--- src/rtl/collision_event_filter_pkg.sv ---
// Shared constants and state encoding for the collision event filter.
package collision_event_filter_pkg;

  localparam int HOLDOFF_FRAMES_DEFAULT = 8;
  localparam int HOLDOFF_W_DEFAULT      = 4;

  typedef enum logic [1:0] {
    ACCUM  = 2'd0,
    REPORT = 2'd1,
    PAUSED = 2'd2
  } state_t;

endpackage

--- src/rtl/collision_event_filter_if.sv ---
// Pixel-overlap inputs from the drawing pipeline and collision event outputs to the game controller.
interface collision_event_filter_if;

  logic startOfFrame;
  logic smileyDrawingRequest;
  logic borderBottomDrawingRequest;
  logic obstacleDrawingRequest;
  logic obstacleIsGood;
  logic pause;
  logic collisionSmileyBorderBottom;
  logic collisionSmileyObstacle;
  logic collisionSmileyObstacleGood;
  logic collisionSmileyObstacleBad;

  modport master (
    output startOfFrame, smileyDrawingRequest, borderBottomDrawingRequest,
           obstacleDrawingRequest, obstacleIsGood, pause,
    input  collisionSmileyBorderBottom, collisionSmileyObstacle,
           collisionSmileyObstacleGood, collisionSmileyObstacleBad
  );

  modport slave (
    input  startOfFrame, smileyDrawingRequest, borderBottomDrawingRequest,
           obstacleDrawingRequest, obstacleIsGood, pause,
    output collisionSmileyBorderBottom, collisionSmileyObstacle,
           collisionSmileyObstacleGood, collisionSmileyObstacleBad
  );

endinterface

--- src/rtl/collision_event_filter_frame_sticky_flag.sv ---
// Per-frame sticky hit flag: sets on a hit, restarts at each frame boundary.
module frame_sticky_flag (
  input  logic clk,
  input  logic resetN,
  input  logic set,
  input  logic boundary,
  input  logic clear,
  output logic flag
);

  always_ff @(posedge clk or negedge resetN) begin
    if (!resetN) begin
      flag <= 1'b0;
    end else if (clear) begin
      flag <= 1'b0;
    end else if (boundary) begin
      // A hit on the boundary cycle belongs to the frame that is just starting.
      flag <= set;
    end else if (set) begin
      flag <= 1'b1;
    end
  end

endmodule

--- src/rtl/collision_event_filter.sv ---
// Turns per-pixel overlap requests into single-cycle, once-per-frame collision events with obstacle holdoff.
module collision_event_filter
  import collision_event_filter_pkg::*;
#(
  parameter int HOLDOFF_FRAMES = HOLDOFF_FRAMES_DEFAULT,
  parameter int HOLDOFF_W      = HOLDOFF_W_DEFAULT
) (
  input  logic                     clk,
  input  logic                     resetN,
  collision_event_filter_if.slave  bus
);

  state_t               state;
  logic [HOLDOFF_W-1:0] holdoff;
  logic                 hit_bottom, hit_good, hit_bad;
  logic                 pix_bottom, pix_good, pix_bad;
  logic                 bottom_q, obstacle_q, good_q, bad_q;

  assign pix_bottom = bus.smileyDrawingRequest & bus.borderBottomDrawingRequest;
  assign pix_good   = bus.smileyDrawingRequest & bus.obstacleDrawingRequest &  bus.obstacleIsGood;
  assign pix_bad    = bus.smileyDrawingRequest & bus.obstacleDrawingRequest & ~bus.obstacleIsGood;

  frame_sticky_flag u_flag_bottom (
    .clk(clk), .resetN(resetN), .set(pix_bottom), .boundary(bus.startOfFrame),
    .clear(bus.pause), .flag(hit_bottom)
  );

  frame_sticky_flag u_flag_good (
    .clk(clk), .resetN(resetN), .set(pix_good), .boundary(bus.startOfFrame),
    .clear(bus.pause), .flag(hit_good)
  );

  frame_sticky_flag u_flag_bad (
    .clk(clk), .resetN(resetN), .set(pix_bad), .boundary(bus.startOfFrame),
    .clear(bus.pause), .flag(hit_bad)
  );

  always_ff @(posedge clk or negedge resetN) begin
    if (!resetN) begin
      state      <= ACCUM;
      holdoff    <= '0;
      bottom_q   <= 1'b0;
      obstacle_q <= 1'b0;
      good_q     <= 1'b0;
      bad_q      <= 1'b0;
    end else begin
      // NOTE: non-blocking defaults first, so every event output is a one-cycle pulse unless overridden below.
      bottom_q   <= 1'b0;
      obstacle_q <= 1'b0;
      good_q     <= 1'b0;
      bad_q      <= 1'b0;
      if (bus.pause) begin
        state   <= PAUSED;
        holdoff <= '0;
      end else if (bus.startOfFrame && state != PAUSED) begin
        state <= REPORT;
        if (hit_bottom) begin
          bottom_q <= 1'b1;
          if (holdoff != '0) holdoff <= holdoff - 1'b1;
        end else if ((hit_good || hit_bad) && holdoff == '0) begin
          obstacle_q <= 1'b1;
          good_q     <= hit_good;
          bad_q      <= hit_bad & ~hit_good;
          holdoff    <= HOLDOFF_W'(HOLDOFF_FRAMES);
        end else if (holdoff != '0) begin
          holdoff <= holdoff - 1'b1;
        end
      end else begin
        state <= ACCUM;
      end
    end
  end

  assign bus.collisionSmileyBorderBottom = bottom_q;
  assign bus.collisionSmileyObstacle     = obstacle_q;
  assign bus.collisionSmileyObstacleGood = good_q;
  assign bus.collisionSmileyObstacleBad  = bad_q;

endmodule

--- src/flat_wrapper.sv ---
// flat-port wrapper written by rule: the top's interface ports become plain ports
module collision_event_filter_flat import collision_event_filter_pkg::*;
#(
  parameter int HOLDOFF_FRAMES = HOLDOFF_FRAMES_DEFAULT,
  parameter int HOLDOFF_W      = HOLDOFF_W_DEFAULT
)
  (clk, resetN, bus_startOfFrame, bus_smileyDrawingRequest, bus_borderBottomDrawingRequest, bus_obstacleDrawingRequest, bus_obstacleIsGood, bus_pause, bus_collisionSmileyBorderBottom, bus_collisionSmileyObstacle, bus_collisionSmileyObstacleGood, bus_collisionSmileyObstacleBad);
  collision_event_filter_if bus_i ();
  input  logic clk;
  input  logic resetN;
  input wire logic [$bits(bus_i.startOfFrame)-1:0] bus_startOfFrame;
  input wire logic [$bits(bus_i.smileyDrawingRequest)-1:0] bus_smileyDrawingRequest;
  input wire logic [$bits(bus_i.borderBottomDrawingRequest)-1:0] bus_borderBottomDrawingRequest;
  input wire logic [$bits(bus_i.obstacleDrawingRequest)-1:0] bus_obstacleDrawingRequest;
  input wire logic [$bits(bus_i.obstacleIsGood)-1:0] bus_obstacleIsGood;
  input wire logic [$bits(bus_i.pause)-1:0] bus_pause;
  output wire logic [$bits(bus_i.collisionSmileyBorderBottom)-1:0] bus_collisionSmileyBorderBottom;
  output wire logic [$bits(bus_i.collisionSmileyObstacle)-1:0] bus_collisionSmileyObstacle;
  output wire logic [$bits(bus_i.collisionSmileyObstacleGood)-1:0] bus_collisionSmileyObstacleGood;
  output wire logic [$bits(bus_i.collisionSmileyObstacleBad)-1:0] bus_collisionSmileyObstacleBad;
  assign bus_i.startOfFrame = bus_startOfFrame;
  assign bus_i.smileyDrawingRequest = bus_smileyDrawingRequest;
  assign bus_i.borderBottomDrawingRequest = bus_borderBottomDrawingRequest;
  assign bus_i.obstacleDrawingRequest = bus_obstacleDrawingRequest;
  assign bus_i.obstacleIsGood = bus_obstacleIsGood;
  assign bus_i.pause = bus_pause;
  assign bus_collisionSmileyBorderBottom = bus_i.collisionSmileyBorderBottom;
  assign bus_collisionSmileyObstacle = bus_i.collisionSmileyObstacle;
  assign bus_collisionSmileyObstacleGood = bus_i.collisionSmileyObstacleGood;
  assign bus_collisionSmileyObstacleBad = bus_i.collisionSmileyObstacleBad;
  collision_event_filter #(.HOLDOFF_FRAMES(HOLDOFF_FRAMES), .HOLDOFF_W(HOLDOFF_W)) u_core (.clk(clk), .resetN(resetN), .bus(bus_i));
endmodule
--- config.mk ---
export PLATFORM = sky130hd
export DESIGN_NAME = collision_event_filter_flat
export DESIGN_NICKNAME = d
export VERILOG_FILES = /design/src/rtl/collision_event_filter_pkg.sv /design/src/rtl/collision_event_filter_if.sv /design/src/rtl/collision_event_filter_frame_sticky_flag.sv /design/src/rtl/collision_event_filter.sv /design/src/flat_wrapper.sv
export SDC_FILE = /design/constraint.sdc
export NUM_CORES = 1
export LEC_CHECK = 0
export ABC_AREA = 1
export CORE_AREA = 2 2 39 41
export DETAILED_ROUTE_END_ITERATION = 8
export DIE_AREA = 0 0 41 43
export HOLD_SLACK_MARGIN = 0.02
export PLACE_DENSITY = 0.78
export SETUP_SLACK_MARGIN = 0.4
export SYNTH_ARGS = -nofsm -noshare
export SYNTH_HDL_FRONTEND = slang
export SYNTH_HIERARCHICAL = 1
export SYNTH_SLANG_ARGS = --single-unit
--- constraint.sdc ---
create_clock -name clk -period 3.2 [get_ports clk]
set_clock_uncertainty 0.15 [all_clocks]
set_input_delay 0.64 -clock clk [delete_from_list [all_inputs] [get_ports clk]]
set_output_delay 0.64 -clock clk [all_outputs]
set_load 0.05 [all_outputs]
==> out/metrics.cfg <==
[outcome]
run_status = finished, final reports clean

[yosys]
yosysMostFrequentCell = sky130_fd_sc_hd__nand2_1
synth_cells = 87
seq_area_frac_synth_pct = 48.3
synth_register_bits = 13
total_of_warnings_raised_by_yosys = 6
syn_area_cell_um2 = 7.74
synth_area_um2 = 673
yosysTopAreaCellShare_pct = 48.3
synth.distinct_cells = 14
synth_async_sr_flop_share_pct = 100
synth_top_cells_by_count = sky130_fd_sc_hd__nand2_1, sky130_fd_sc_hd__inv_1, sky130_fd_sc_hd__nor2_1
synth_fp_nets = 96
synth_top_cell_by_area = sky130_fd_sc_hd__dfrtp_1
synth-edff-count = 0
synth_area_leaders = sky130_fd_sc_hd__dfrtp_1, sky130_fd_sc_hd__nand2_1, sky130_fd_sc_hd__inv_1, sky130_fd_sc_hd__nor2_1, sky130_fd_sc_hd__a21oi_2
synth-main-ff-cell = sky130_fd_sc_hd__dfrtp_1

[min_path]
hold_path_depth = 2
worst_hold_startpoint = u_core/holdoff[0]$_DFFE_PN0P_
hp-class = reg -> reg
timing.hold.worst_endpoint = u_core/holdoff[0]$_DFFE_PN0P_

[global_route]
antenna_found_initial = 0
largest_net_degree_at_the_start_of_global_routing = 14
globalRoute.totalOverflow = 0
grt_pass1_vias = 491
grt_pass1_wl_um = 1860
grtUsageTotal_pct = 15.6

[layout]
antenna_cells = 0
area_growth_syn_to_layout_pct = 23.2
fin_cells = 118
multi_input_area_um2 = 273
final_nets = 112
fillCellCount = 136
drive_gt1_share_pct = 14.7
seq_area_um2 = 325

[sta]
final_critical_path_time_including_i_o_delays_and_setup_ns = 2.18
rsz0062_at_grt = false
fmax_mhz = 459
fin_setup_tns_ns = 0
timing.final.max_slew_violations = 0
finalHoldViolations = 0
tightest_slew_ns = 0.573
maxSlewHeadroom_pct = 61.7
min_period_over_period_pct = 68.0
setup_viol = 0
finalHoldWorstSlack_ns = 0.376

[cts]
cts-root-buf = sky130_fd_sc_hd__clkbuf_4
post_cts_hold_buffer_count = 0
cts.clk_slew.worst_paths_ns = 0.07
number_of_buffers_inserted_to_repair_setup_after_cts = 0
maximum_buffer_depth_of_the_clock_tree = 2
insertion_delay_ns = 0.27
h-tree-depth = 1
cts_inserted_buffers = 3
clock_sinks = 13
cts_resized = 0
tritoncts = done

[worst_setup_path]
regToRegEndpoint = u_core/bus.collisionSmileyObstacleGood$_DFF_PN0_
cp-start-kind = flop
critical_path_endpoint_category = primary output
crit_family = buffers and inverters
worst-endpoint-required_ns = 2.41
crit_path_max_fanout = 1
critical_path_buf_inv_count = 1
crit_path_cell_trace = clkdlybuf4s50_1
timing.critical_path.slowest_cell_delay_ns = 0.79
reg2reg_depth = 8
crit-reg2reg-launch = u_core/holdoff[0]$_DFFE_PN0P_
cpMaxStageDelayCell = sky130_fd_sc_hd__clkdlybuf4s50_1
worstSetupPathType = reg -> out
r2r_setup_slack_ns = 1.71
cp.arrival_ns = 1.39

[floorplan]
coreArea_mm2 = 0.00138
num_io_pins = 12
placementRows = 14
chipHeight_um = 43
fp.dieArea_mm2 = 0.00176
initial_core_util_pct = 48.6
die-width_um = 41

[placed_design]
place_hpwl_um = 921
place.gp.congestion = 0.794
io_buffers = 11
place.detailed.instances = 114

[routing]
antenna_left = 0
dr.pass1.iters = 4
routedWlPerCell_um = 9.42
drt_iter0_drc = 9
avgViaCountPerCell = 4.63
detail_route.wirelength_um = 1110
route.vias.total = 546
remaining_drc_errors = 0

[flow_run]
cap_violations = 0

[power_and_ir_drop]
max-vdd-ir-drop_uv = 332
power.leakage_uw = 0.000409
design_power_total_uw = 344
power_density_mw_per_mm2 = 415

## kinds of logic (layout without fill, tap and decap cells)
logic type / after synthesis / count (layout) / share of synthesized area (%)
AND/OR/NAND/NOR: 45 / 45 / 31.0
buffers and inverters: 20 / 35 / 11.2
flip-flops: 13 / 13 / 48.3
AO/OA/AOI/OAI: 8 / 8 / 7.62
adder cells (fa/ha/maj): 1 / 1 / 1.86
## cells in the final DEF (no fill, tap or decap)
| cell type | Yosys | final |
|---|---|---|
| sky130_fd_sc_hd__ha_1 | 1 | 1 |
| sky130_fd_sc_hd__clkdlybuf4s50_1 | 0 | 11 |
| sky130_fd_sc_hd__nor2_2 | 1 | 1 |
| sky130_fd_sc_hd__clkbuf_1 | 0 | 1 |
| sky130_fd_sc_hd__inv_1 | 17 | 17 |
| sky130_fd_sc_hd__nand2_2 | 2 | 2 |
| sky130_fd_sc_hd__nor2_1 | 15 | 15 |
| sky130_fd_sc_hd__nor2_4 | 2 | 2 |
| sky130_fd_sc_hd__inv_2 | 3 | 3 |
| sky130_fd_sc_hd__dfrtp_1 | 13 | 13 |
| sky130_fd_sc_hd__nand3_1 | 3 | 3 |
| sky130_fd_sc_hd__nand2_1 | 21 | 21 |
| sky130_fd_sc_hd__a21oi_2 | 3 | 3 |
| sky130_fd_sc_hd__nand3_4 | 1 | 1 |
| sky130_fd_sc_hd__clkbuf_4 | 0 | 3 |
| sky130_fd_sc_hd__o21ai_1 | 3 | 3 |
| sky130_fd_sc_hd__o21ai_0 | 2 | 2 |
## metal layers
layer  global-route usage [%]  share of wire, %
met1                     20.1                46
met2                     23.8                48
met3                     3.14               3.8
met4                     8.00               2.0
met5                        0                 0
## how the worst max path moves through the flow
stage / start / endpoint / slack, ns / cells past startpoint
after global routing: u_core/bus.collisionSmileyBorderBottom$_DFF_PN0_ / bus_collisionSmileyBorderBottom / 0.97 / 1
final: u_core/bus.collisionSmileyObstacleGood$_DFF_PN0_ / bus_collisionSmileyObstacleGood / 1.02 / 1
after CTS: u_core/bus.collisionSmileyBorderBottom$_DFF_PN0_ / bus_collisionSmileyBorderBottom / 1.00 / 1
after floorplan: u_core/bus.collisionSmileyBorderBottom$_DFF_PN0_ / bus_collisionSmileyBorderBottom / 1.82 / 0
after global placement: bus_pause / u_core/holdoff[2]$_DFFE_PN0P_ / 1.30 / 6
after detailed placement: bus_pause / u_core/holdoff[2]$_DFFE_PN0P_ / 1.26 / 6
## state kept, by name (all words and copies together) (netlist names)
register and flops:
u_core/u_flag_bad/flag 1, u_core/bus.collisionSmileyObstacleGood 1, u_core/state 2, u_core/u_flag_bottom/flag 1
u_core/holdoff 4, u_core/bus.collisionSmileyBorderBottom 1, u_core/u_flag_good/flag 1, u_core/bus.collisionSmileyObstacle 1
u_core/bus.collisionSmileyObstacleBad 1
## layout make-up
type	instances	share of cell area (%)
Clock buffer	4	3.17
Inverter	20	9.05
Multi-Input combinational cell	54	32.9
Sequential cell	13	39.2
Tap cell	16	2.41
Timing Repair Buffer	11	13.3
## through the flow
| step | setup slack [ns] | utilization [%] | area (µm²) |
|---|---|---|---|
| after floorplan | 1.82 | - | 673 |
| after global placement | 1.30 | 58.0 | 803 |
| after detailed placement | 1.26 | 58.0 | 803 |
| after CTS | 1.00 | 59.9 | 830 |
| after global routing | 0.973 | 59.9 | 830 |
| final | 1.02 | 59.9 | 830 |
## power by group
group	switching [µW]	total, µW	internal (µW)	leakage (µW)
registers	5.46	176	171	0.000177
logic	42.8	70.6	27.7	0.000218
clock network	49.0	97.2	48.2	0.0000150
total	97.3	344	247	0.000409
(Power assumes the default switching activity.)
